===== src/rtl/cdb_arbiter_pkg.sv =====
// Shared constants and helpers for the common-data-bus arbiter.
package cdb_arbiter_pkg;

  localparam int CDB_TAG_W  = 4;
  localparam int CDB_DATA_W = 32;
  localparam logic [CDB_TAG_W-1:0] TAG_NONE = '0;

  // Round-robin successor of the winning source index.
  function automatic int rr_next(input int w, input int n);
    return (w == n - 1) ? 0 : w + 1;
  endfunction

endpackage


===== src/rtl/cdb_arbiter_rr_pick.sv =====
// Combinational round-robin picker: the lowest eligible index at or after rr_ptr,
// wrapping, using a double-width mask-and-priority search.
module cdb_arbiter_rr_pick #(
  parameter int NUM_SRC = 4,
  localparam int PTR_W  = $clog2(NUM_SRC)
) (
  input  logic [NUM_SRC-1:0] eligible,
  input  logic [PTR_W-1:0]   rr_ptr,
  output logic               any_grant,
  output logic [NUM_SRC-1:0] grant
);

  logic [NUM_SRC-1:0]   upper_mask;
  logic [2*NUM_SRC-1:0] dbl_req;
  logic [2*NUM_SRC-1:0] dbl_grant;

  always_comb begin
    for (int i = 0; i < NUM_SRC; i++) begin
      upper_mask[i] = (i >= int'(rr_ptr));
    end
    // Low half holds requests at/after the pointer, so they take priority over the wrapped copy.
    dbl_req   = {eligible, eligible & upper_mask};
    dbl_grant = dbl_req & ((~dbl_req) + (2*NUM_SRC)'(1));
    grant     = dbl_grant[NUM_SRC-1:0] | dbl_grant[2*NUM_SRC-1:NUM_SRC];
    any_grant = |eligible;
  end

endmodule


===== src/rtl/cdb_arbiter.sv =====
// Common-data-bus arbiter: grants one functional-unit result per cycle in round-robin
// order, registers the broadcast and pulses a one-hot acknowledge to the winner.
module cdb_arbiter
  import cdb_arbiter_pkg::*;
#(
  parameter int NUM_SRC = 4,
  parameter int TAG_W   = CDB_TAG_W,
  parameter int DATA_W  = CDB_DATA_W
) (
  input  logic                      clk,
  input  logic                      nRST,
  input  logic [NUM_SRC-1:0]        reqValid,
  input  logic [NUM_SRC*TAG_W-1:0]  reqTag,
  input  logic [NUM_SRC*DATA_W-1:0] reqData,
  output logic [NUM_SRC-1:0]        resultAC,
  output logic                      cdbValid,
  output logic [TAG_W-1:0]          cdbTag,
  output logic [DATA_W-1:0]         cdbData
);

  localparam int PTR_W = $clog2(NUM_SRC);

  logic [PTR_W-1:0]   rr_ptr_q, rr_ptr_d;
  logic [NUM_SRC-1:0] ack_q, ack_d;
  logic               valid_q, valid_d;
  logic [TAG_W-1:0]   tag_q, tag_d;
  logic [DATA_W-1:0]  data_q, data_d;

  logic [NUM_SRC-1:0] eligible;
  logic [NUM_SRC-1:0] grant;
  logic               any_grant;
  logic [TAG_W-1:0]   mux_tag;
  logic [DATA_W-1:0]  mux_data;
  logic [PTR_W-1:0]   win_idx;

  // A source still sees its own request high during its ack cycle; mask it out.
  assign eligible = reqValid & ~ack_q;

  cdb_arbiter_rr_pick #(.NUM_SRC(NUM_SRC)) u_rr_pick (
    .eligible  (eligible),
    .rr_ptr    (rr_ptr_q),
    .any_grant (any_grant),
    .grant     (grant)
  );

  always_comb begin
    mux_tag  = '0;
    mux_data = '0;
    win_idx  = '0;
    for (int i = 0; i < NUM_SRC; i++) begin
      mux_tag  = mux_tag  | (reqTag[i*TAG_W +: TAG_W]    & {TAG_W{grant[i]}});
      mux_data = mux_data | (reqData[i*DATA_W +: DATA_W] & {DATA_W{grant[i]}});
      if (grant[i]) begin
        win_idx = PTR_W'(i);
      end
    end

    rr_ptr_d = rr_ptr_q;
    tag_d    = tag_q;
    data_d   = data_q;
    valid_d  = 1'b0;
    ack_d    = '0;
    if (any_grant) begin
      valid_d  = 1'b1;
      tag_d    = mux_tag;
      data_d   = mux_data;
      ack_d    = grant;
      rr_ptr_d = PTR_W'(rr_next(int'(win_idx), NUM_SRC));
    end
  end

  always_ff @(posedge clk or negedge nRST) begin
    if (!nRST) begin
      rr_ptr_q <= '0;
      ack_q    <= '0;
      valid_q  <= 1'b0;
      tag_q    <= '0;
      data_q   <= '0;
    end else begin
      rr_ptr_q <= rr_ptr_d;
      ack_q    <= ack_d;
      valid_q  <= valid_d;
      tag_q    <= tag_d;
      data_q   <= data_d;
    end
  end

  assign resultAC = ack_q;
  assign cdbValid = valid_q;
  assign cdbTag   = tag_q;
  assign cdbData  = data_q;

endmodule


===== config.mk =====
export PLATFORM = sky130hd
export DESIGN_NAME = cdb_arbiter
export DESIGN_NICKNAME = d
export VERILOG_FILES = /design/src/rtl/cdb_arbiter_pkg.sv /design/src/rtl/cdb_arbiter_rr_pick.sv /design/src/rtl/cdb_arbiter.sv
export SDC_FILE = /design/constraint.sdc
export NUM_CORES = 1
export LEC_CHECK = 0
export BUFFER_PORTS_ARGS = -buffer_cell sky130_fd_sc_hd__buf_2
export CAP_MARGIN = 40
export CORE_AREA = 2 2 60 105
export DETAILED_ROUTE_END_ITERATION = 7
export DIE_AREA = 0 0 62 107
export PLACE_DENSITY = 0.92
export RECOVER_POWER = 100
export SYNTH_ARGS = -nofsm -noshare
export SYNTH_HDL_FRONTEND = slang
export SYNTH_HIERARCHICAL = 1
export SYNTH_SLANG_ARGS = --single-unit

===== constraint.sdc =====
create_clock -name clk -period 3.12 [get_ports clk]
set_clock_uncertainty 0.05 [all_clocks]
set_input_delay 0.624 -clock clk [delete_from_list [all_inputs] [get_ports clk]]
set_output_delay 0.624 -clock clk [all_outputs]
set_load 0.05 [all_outputs]

== Yosys cells after proc, flatten, opt, wreduce, memory -nomap -nowiden ==
Cells that the tools add are included.

* Register bits after elaboration: 43
* Output and inout port bits: 41

* $add $sub $neg: 2
* Order comparisons: 3
* Equal/unequal tests: 1
* Muxes and demuxes: 6
* Bitwise gates (word level): 20
* Reduce and logical (&&, ||, !) cells: 1

{| class="wikitable"
|+ Operator list
! operator !! count
|-
| bitwise AND 32 bit || 4
|-
| OR 32 bit || 3
|-
| bitwise AND 4 bit || 6
|-
| OR 4 bit || 4
|-
| adder 8 x 1 -> 8 bit (second input constant) || 1
|-
| bitwise AND 8 bit || 1
|-
| NOT 8 bit || 1
|-
| 2-to-1 mux 2 bit || 3
|-
| greater-or-equal comparator 1 x 2 -> 1 bit (first input constant) || 2
|-
| 2-to-1 mux 4 bit || 1
|-
| NOT 4 bit || 1
|-
| OR reduction 4 bit || 1
|-
| adder 2 x 1 -> 2 bit (second input constant) || 1
|-
| == test 2 x 1 -> 1 bit (second input constant) || 1
|-
| greater-or-equal comparator 2 bit (first input constant) || 1
|-
| 2-to-1 mux 1 bit || 2
|}

== Depth between registers and ports, before layout ==
Gate-level depths: netlist of the first run.

* Depth after elaboration: 12
* Gate-level depth with buffers: 8
* Gate-level depth less buffers: 6

== Cells and area by module ==
Netlist of the first run, hierarchy kept.

{| class="wikitable"
|+ By module, submodules not included
! module !! times used !! cells an instance !! area an instance (um^2)
|-
| cdb_arbiter || 1 || 227 || 2239.6
|-
| cdb_arbiter_rr_pick || 1 || 19 || 117.6
|}

== Worst setup path before layout of the first run ==
Ideal clock, no wire load.

* Path kind: input to register
* Start point: input port reqValid[2]
* End point: register data_q[15], in the netlist cdbData[15]
* Library setup time: 0.141 ns
* Arrival time: 1.896 ns
* Required time: 2.929 ns
* Slack: 1.033 ns
* Stages: 8
* Path buffers: 2
* Path through: nor2b_1 > a2bb2oi_2 > o22ai_1 > and2_1 > buf_4 > buf_4 > a22oi_1 > a31oi_1

* Longest elaborated chain between the ends: 10
* Elaborated cells between the ends (all ways): 14

{| class="wikitable"
|+ RTL lines
! element !! line !! source
|-
| start: declaration || cdb_arbiter.sv:12 || <nowiki>input logic [NUM_SRC-1:0] reqValid,</nowiki>
|-
| bitwise AND 4 bit || cdb_arbiter.sv:37 || <nowiki>assign eligible = reqValid & ~ack_q;</nowiki>
|-
| bitwise AND 4 bit || cdb_arbiter_rr_pick.sv:22 || <nowiki>dbl_req = {eligible, eligible & upper_mask};</nowiki>
|-
| NOT 8 bit || cdb_arbiter_rr_pick.sv:23 || <nowiki>dbl_grant = dbl_req & ((~dbl_req) + (2*NUM_SRC)'(1));</nowiki>
|-
| adder 8 x 1 -> 8 bit || cdb_arbiter_rr_pick.sv:23 ||
|-
| bitwise AND 8 bit || cdb_arbiter_rr_pick.sv:23 ||
|-
| OR 4 bit || cdb_arbiter_rr_pick.sv:24 || <nowiki>grant = dbl_grant[NUM_SRC-1:0] | dbl_grant[2*NUM_SRC-1:NUM_SRC];</nowiki>
|-
| net grant[0] || cdb_arbiter.sv:30 || <nowiki>logic [NUM_SRC-1:0] grant;</nowiki>
|-
| bitwise AND 32 bit || cdb_arbiter.sv:52 || <nowiki>mux_data = mux_data | (reqData[i*DATA_W +: DATA_W] & {DATA_W{grant[i]}});</nowiki>
|-
| OR 32 bit (3 in series) || cdb_arbiter.sv:52 ||
|-
| end signal: assignment || cdb_arbiter.sv:84 || <nowiki>data_q <= data_d;</nowiki>
|-
| end: declaration || cdb_arbiter.sv:27 || <nowiki>logic [DATA_W-1:0] data_q, data_d;</nowiki>
|}

The timed path passes the listed nets, and every way through them passes these cells.
A chain may end at the register's enable or synchronous reset.

== Worst setup path after layout of the first run ==
* Start point: input port reqValid[2]
* End point: register tag_q[3], in the netlist cdbTag[3]

* Longest elaborated chain between the ends: 10
* Elaborated cells between the ends (all ways): 14

{| class="wikitable"
|+ RTL lines
! element !! line !! source
|-
| bitwise AND 4 bit || cdb_arbiter.sv:37 ||
|-
| net eligible[2] || cdb_arbiter.sv:29 || <nowiki>logic [NUM_SRC-1:0] eligible;</nowiki>
|-
| bitwise AND 4 bit || cdb_arbiter_rr_pick.sv:22 ||
|-
| NOT 8 bit || cdb_arbiter_rr_pick.sv:23 ||
|-
| adder 8 x 1 -> 8 bit || cdb_arbiter_rr_pick.sv:23 ||
|-
| bitwise AND 8 bit || cdb_arbiter_rr_pick.sv:23 ||
|-
| OR 4 bit || cdb_arbiter_rr_pick.sv:24 ||
|-
| net grant[0] || cdb_arbiter.sv:30 ||
|-
| bitwise AND 4 bit || cdb_arbiter.sv:51 || <nowiki>mux_tag = mux_tag | (reqTag[i*TAG_W +: TAG_W] & {TAG_W{grant[i]}});</nowiki>
|-
| OR 4 bit (3 in series) || cdb_arbiter.sv:51 ||
|-
| end signal: assignment || cdb_arbiter.sv:83 || <nowiki>tag_q <= tag_d;</nowiki>
|-
| end: declaration || cdb_arbiter.sv:26 || <nowiki>logic [TAG_W-1:0] tag_q, tag_d;</nowiki>
|}

The timed path passes the listed nets, and every way through them passes these cells.

==> flow_summary.json, run 1 <==
{
  "grt_pass1_vias": 2685,
  "grt_pass1_wl_um": 12000,
  "worstHoldPathType": "input pin to async pin",
  "p_leak_nw": 1.55,
  "layout_commonest_cell": "buf_2",
  "path_clk_slew_ns": 0.08,
  "clock_latency_ns": 0.29,
  "finalMaxSlewViolations": 0,
  "start_util": 0.407,
  "gp_congestion": 0.879,
  "synth_compound_area_frac": 0.366,
  "rr_worst_depth": 7,
  "wl_per_cell_um": 16.0,
  "cts_max_level": 2,
  "design.portCount": 191,
  "cpMaxStageDelayCell": "and2_0",
  "power_mw": 3.61,
  "r2r_start": "resultAC[2]",
  "relSlewSlack": 0.129,
  "power.density_nw_per_um2": 1080,
  "r2r_slack_ns": 0.74,
  "synth_simple_gate_area_frac": 0.104,
  "worst_slew_pin_slew_ns": 1.31,
  "routed_wl_um": 8030,
  "maxCapViolations": 0,
  "drive_gt1_frac": 0.383,
  "synth.distinct_cells": 23,
  "syn_inst": 246,
  "ys.warnings.count": 6,
  "status": "finished, final reports clean",
  "numCtsBuffers": 5,
  "netlist_area_um2": 2360,
  "cpPeakStageDelay_ns": 0.61,
  "syn_nets": 396,
  "cts-root-buf": "clkbuf_8",
  "muxShareOfSynthArea": 0,
  "die_y_um": 107,
  "drt_iter0_markers": 278,
  "period_minus_slack_ns": 2.48,
  "avgSynthCellArea_um2": 9.58,
  "tritoncts": "done",
  "postRouteAntennaNets": 0,
  "ctsHoldBuffers": 0,
  "final.period_utilization": 0.795,
  "worstPathRequired_ns": 3.28,
  "clock.fmax_ghz": 0.403,
  "finalSetupViolations": 0,
  "antenna_found_initial": 0,
  "postCtsSetupRepairBufs": 0,
  "path_max_fanout": 27,
  "grt_max_degree": 63,
  "gr-total-overflow": 0,
  "vias_per_cell": 5.48,
  "gr-usage-all-layers": 0.240,
  "rows": 37,
  "tns_ns": 0,
  "coreArea_um2": 5790,
  "hold_viol": 0,
  "drt_first_pass_iters": 4,
  "crit_family": "simple AND/OR/NAND/NOR gates",
  "dp_hpwl_um": 6130,
  "ys_ff_latch": 43,
  "fin_nets": 573,
  "r2r-end": "cdbTag[3]",
  "vdd_ir_drop_max_uv": 630,
  "die_x_um": 62,
  "crit_path_cell_trace": "buf_2 -> nor2b_1 -> o21a_1 -> o22ai_1 -> and2_0 -> buf_4 -> a22oi_1 -> a31oi_1",
  "cts.sinks": 43,
  "cts_max_path_buffers": 2,
  "ys_seq_area_frac": 0.456,
  "rsz0062_at_grt": "no",
  "io_buffers": 190,
  "n_antenna_cell": 0,
  "synthAdderAreaFrac": 0,
  "synth_top_family_by_area": "compound AO/OA/AOI/OAI gates",
  "critical_path_depth": 8,
  "cp.buffers_inverters": 2,
  "worst_setup_path_start_kind": "input pin",
  "syn_to_final_growth_pct": 42.0,
  "cts.repair.resized": 0,
  "arrival_ns": 2.64,
  "critPathKind": "input pin to flop",
  "dieArea_um2": 6630,
  "vias": 2747,
  "drc": 0,
  "cp-end-kind": "flop",
  "most-common-layout-cells": "148 x buf_2, 72 x a22oi_1, 43 x dfrtp_1, 43 x clkbuf_1, 41 x nor2_1",
  "synth_xor_area_frac": 0
}
==> state kept, by name, indices dropped and copies added (netlist names) <==
name and flops:
cdbData 32, cdbTag 4, cdbValid 1, resultAC 4
rr_ptr_q 2
==> cell type report <==
type / instances / area [um2]
clock buffer: 6 / 82.6
clock inverter: 1 / 5.00
fill: 548 / 2440
inverter: 2 / 7.51
multi-input combinational: 176 / 1110
sequential: 43 / 1080
tap: 78 / 97.6
timing repair buffer: 195 / 965
==> worst reg2reg max path: stages, from the launching register on <==
cell and delay [ns]:
dfrtp_1 0.39, nor2b_1 0.39, a2bb2oi_2 0.16, o22ai_1 0.08, and2_0 0.42, buf_4 0.38
a22oi_1 0.26, a31oi_1 0.12
==> logic make-up after synthesis <==
logic type / count (synthesis)
buffers and inverters: 27
flip-flops: 43
AO/OA/AOI/OAI: 120
AND/OR/NAND/NOR: 56
==> routing by layer <==
| layer | GRT usage | part of all wire | vias up |
|---|---|---|---|
| met4 | 0.120 | 0.028 | 0 |
| met2 | 0.421 | 0.55 | 131 |
| met5 | 0 | 0 | - |
| met1 | 0.252 | 0.36 | 1293 |
| met3 | 0.0519 | 0.058 | 21 |
| li1 | - | - | 1302 |
==> metrics by stage <==
step                worst slack (ns)   util  hold slack [ns]  area, um2  instances
finish                         0.639  0.578            0.444       3350        501
global route                   0.381  0.578            0.513       3350        501
CTS                            0.828  0.593            0.236       3430        501
detailed placement             0.504  0.578            0.476       3340        494
global placement               0.545  0.568            0.469       3290        492
floorplan                       1.03      -            0.278       2360        246
==> synth_stat cells <==
cell type / instances / area, um2
a22oi_1: 72 / 541
dfrtp_1: 43 / 1080
nor2_1: 41 / 154
a31oi_1: 36 / 225
buf_2: 13 / 65.1
buf_4: 7 / 52.6
nor2b_1: 6 / 37.5
and2_1: 5 / 31.3
buf_6: 4 / 45.0
a21oi_1: 3 / 15.0
nand2b_1: 3 / 18.8
o21ai_0: 2 / 10.0
a2bb2oi_2: 1 / 15.0
clkbuf_1: 1 / 3.75
inv_1: 1 / 3.75
inv_2: 1 / 3.75
nand2_1: 1 / 3.75
o21a_1: 1 / 7.51
o221a_1: 1 / 11.3
o221a_2: 1 / 11.3
o22ai_1: 1 / 6.26
o31ai_1: 1 / 7.51
o31ai_2: 1 / 12.5
==> how the worst max path moves through the flow <==
stage / slack (ns) / from / to
3_3_place_gp: 0.55 / reqValid[2] / cdbData[25]
4_1_cts: 0.83 / reqValid[2] / cdbData[11]
3_5_place_dp: 0.50 / reqValid[2] / cdbData[13]
2_1_floorplan: 1.03 / reqValid[2] / cdbData[15]
6_report: 0.64 / reqValid[2] / cdbTag[3]
5_1_grt: 0.38 / nRST / cdbTag[2]
==> report_power, final <==
group	switching [mW]	internal [mW]	leakage (nW)
logic	1.66	0.591	0.984
clock network	0.183	0.174	0.0470
registers	0.165	0.834	0.521
total	2.01	1.60	1.55
Power figures use the tool's default switching activity.
==> run 2, diff against run 1 <==
CORE_AREA = 2 2 66 114   (was 2 2 60 105)
DIE_AREA = 0 0 68 116   (was 0 0 62 107)
PLACE_DENSITY = 0.83   (was 0.92)
clock period = 2.2 ns   (was 3.12 ns; I/O delays follow)
==> flow_summary.json, run 2 (same netlist as run 1, synthesis figures left out) <==
{
  "clock_latency_ns": 0.28,
  "grt_max_degree": 54,
  "cpMaxStageDelayCell": "dfrtp_1",
  "gp_congestion": 0.820,
  "rows": 40,
  "cts_max_path_buffers": 2,
  "numCtsBuffers": 5,
  "syn_to_final_growth_pct": 47.1,
  "io_buffers": 190,
  "antenna_found_initial": 0,
  "n_antenna_cell": 0,
  "clock.fmax_ghz": 0.493,
  "cts.repair.resized": 0,
  "vias": 2741,
  "fin_nets": 579,
  "rsz0062_at_grt": "no",
  "vdd_ir_drop_max_uv": 814,
  "grt_pass1_wl_um": 11700,
  "cts-root-buf": "clkbuf_16",
  "drt_iter0_markers": 183,
  "routed_wl_um": 8090,
  "path_clk_slew_ns": 0.06,
  "dieArea_um2": 7890,
  "relSlewSlack": 0.310,
  "cp-end-kind": "flop",
  "cp-startpoint": "resultAC[2]",
  "drc": 0,
  "crit_path_cell_trace": "nor2b_1 -> buf_4 -> o21a_1 -> o22ai_1 -> and2_1 -> buf_6 -> a22oi_1 -> a31oi_1",
  "cp-endpoint": "cdbData[0]",
  "design.portCount": 191,
  "die_y_um": 116,
  "cts.sinks": 43,
  "dp.cells": 506,
  "final.period_utilization": 0.922,
  "design_area_um2": 3470,
  "layout_setup_ws_ns": 0.172,
  "critPathKind": "flop to flop",
  "path_max_fanout": 26,
  "largest_reg_flops": 32,
  "maxCapViolations": 0,
  "die_x_um": 68,
  "wl_per_cell_um": 15.7,
  "worst_setup_path_start_kind": "flop",
  "most-common-layout-cells": "148 x buf_2, 72 x a22oi_1, 44 x clkbuf_1",
  "hold_viol": 0,
  "drt_first_pass_iters": 4,
  "worstHoldPathType": "input pin to async pin",
  "pre_cts_ws_ns": -0.0686,
  "r2r_slack_ns": 0.17,
  "finalMaxSlewViolations": 0,
  "worst_slew_pin_slew_ns": 1.03,
  "vias_per_cell": 5.33,
  "layout_commonest_cell": "buf_2",
  "gr-total-overflow": 0,
  "period_minus_slack_ns": 2.03,
  "r2r_start": "resultAC[2]",
  "worstPathRequired_ns": 2.28,
  "rr_worst_depth": 8,
  "cts_max_level": 2,
  "arrival_ns": 2.11,
  "r2r-end": "cdbData[0]",
  "postCtsSetupRepairBufs": 0,
  "fin_cells": 514,
  "finalSetupViolations": 0,
  "ctsHoldBuffers": 0,
  "start_util": 0.341,
  "cpPeakStageDelay_ns": 0.39,
  "coreArea_um2": 6910,
  "drive_gt1_frac": 0.400,
  "dpl_cell_area_um2": 3380,
  "power.density_nw_per_um2": 1570,
  "dp_hpwl_um": 6130,
  "gr-usage-all-layers": 0.197,
  "tritoncts": "done",
  "grt_pass1_vias": 2651,
  "postRouteAntennaNets": 0,
  "status": "finished, final reports clean",
  "p_leak_nw": 1.61,
  "whs_ns": 0.267
}
[run 2: stage by stage]
stage	utilization	TNS, ns	power [mW]
6_report	0.502	0	5.44
2_1_floorplan	-	0	3.93
4_1_cts	0.512	0	5.58
5_1_grt	0.502	0	5.77
3_3_place_gp	0.487	-2.32	4.67
3_5_place_dp	0.489	-0.534	4.79
[run 2: layer usage]
layer | part of all wire | track usage
met5 | 0 | 0
met4 | 0.026 | 0.0960
met3 | 0.056 | 0.0398
met2 | 0.55 | 0.370
met1 | 0.36 | 0.195
[run 2: where the power goes]
part           leakage, nW  switching [mW]  internal, mW
registers            0.521           0.244          1.19
logic                 1.01            2.37         0.867
clock network       0.0772           0.288         0.483
total                 1.61            2.90          2.54
[run 2: worst min-delay path by stage]
stage	startpoint	to	slack, ns	cells past startpoint
2_1_floorplan	nRST	cdbData[0]	0.09	0
3_3_place_gp	nRST	cdbData[26]	0.35	1
3_5_place_dp	nRST	cdbData[27]	0.35	1
4_1_cts	nRST	cdbData[27]	0.05	1
5_1_grt	nRST	cdbData[26]	0.34	1
6_report	nRST	cdbData[26]	0.27	1
[run 2: worst max-delay path: cells and delay by family (launching register included)]
| family | cells | cell delay [ns] |
|---|---|---|
| compound gates | 4 | 0.50 |
| buf+inv | 2 | 0.40 |
| flops | 1 | 0.39 |
| simple gates | 2 | 0.53 |
[run 2: layout make-up]
| cell class | count | area (um2) |
|---|---|---|
| inverters | 2 | 7.51 |
| flip-flops and latches | 43 | 1080 |
| clock buffers | 8 | 156 |
| well taps | 84 | 105 |
| multi-input cells | 176 | 1130 |
| repair buffers | 201 | 991 |
| fillers | 674 | 3440 |
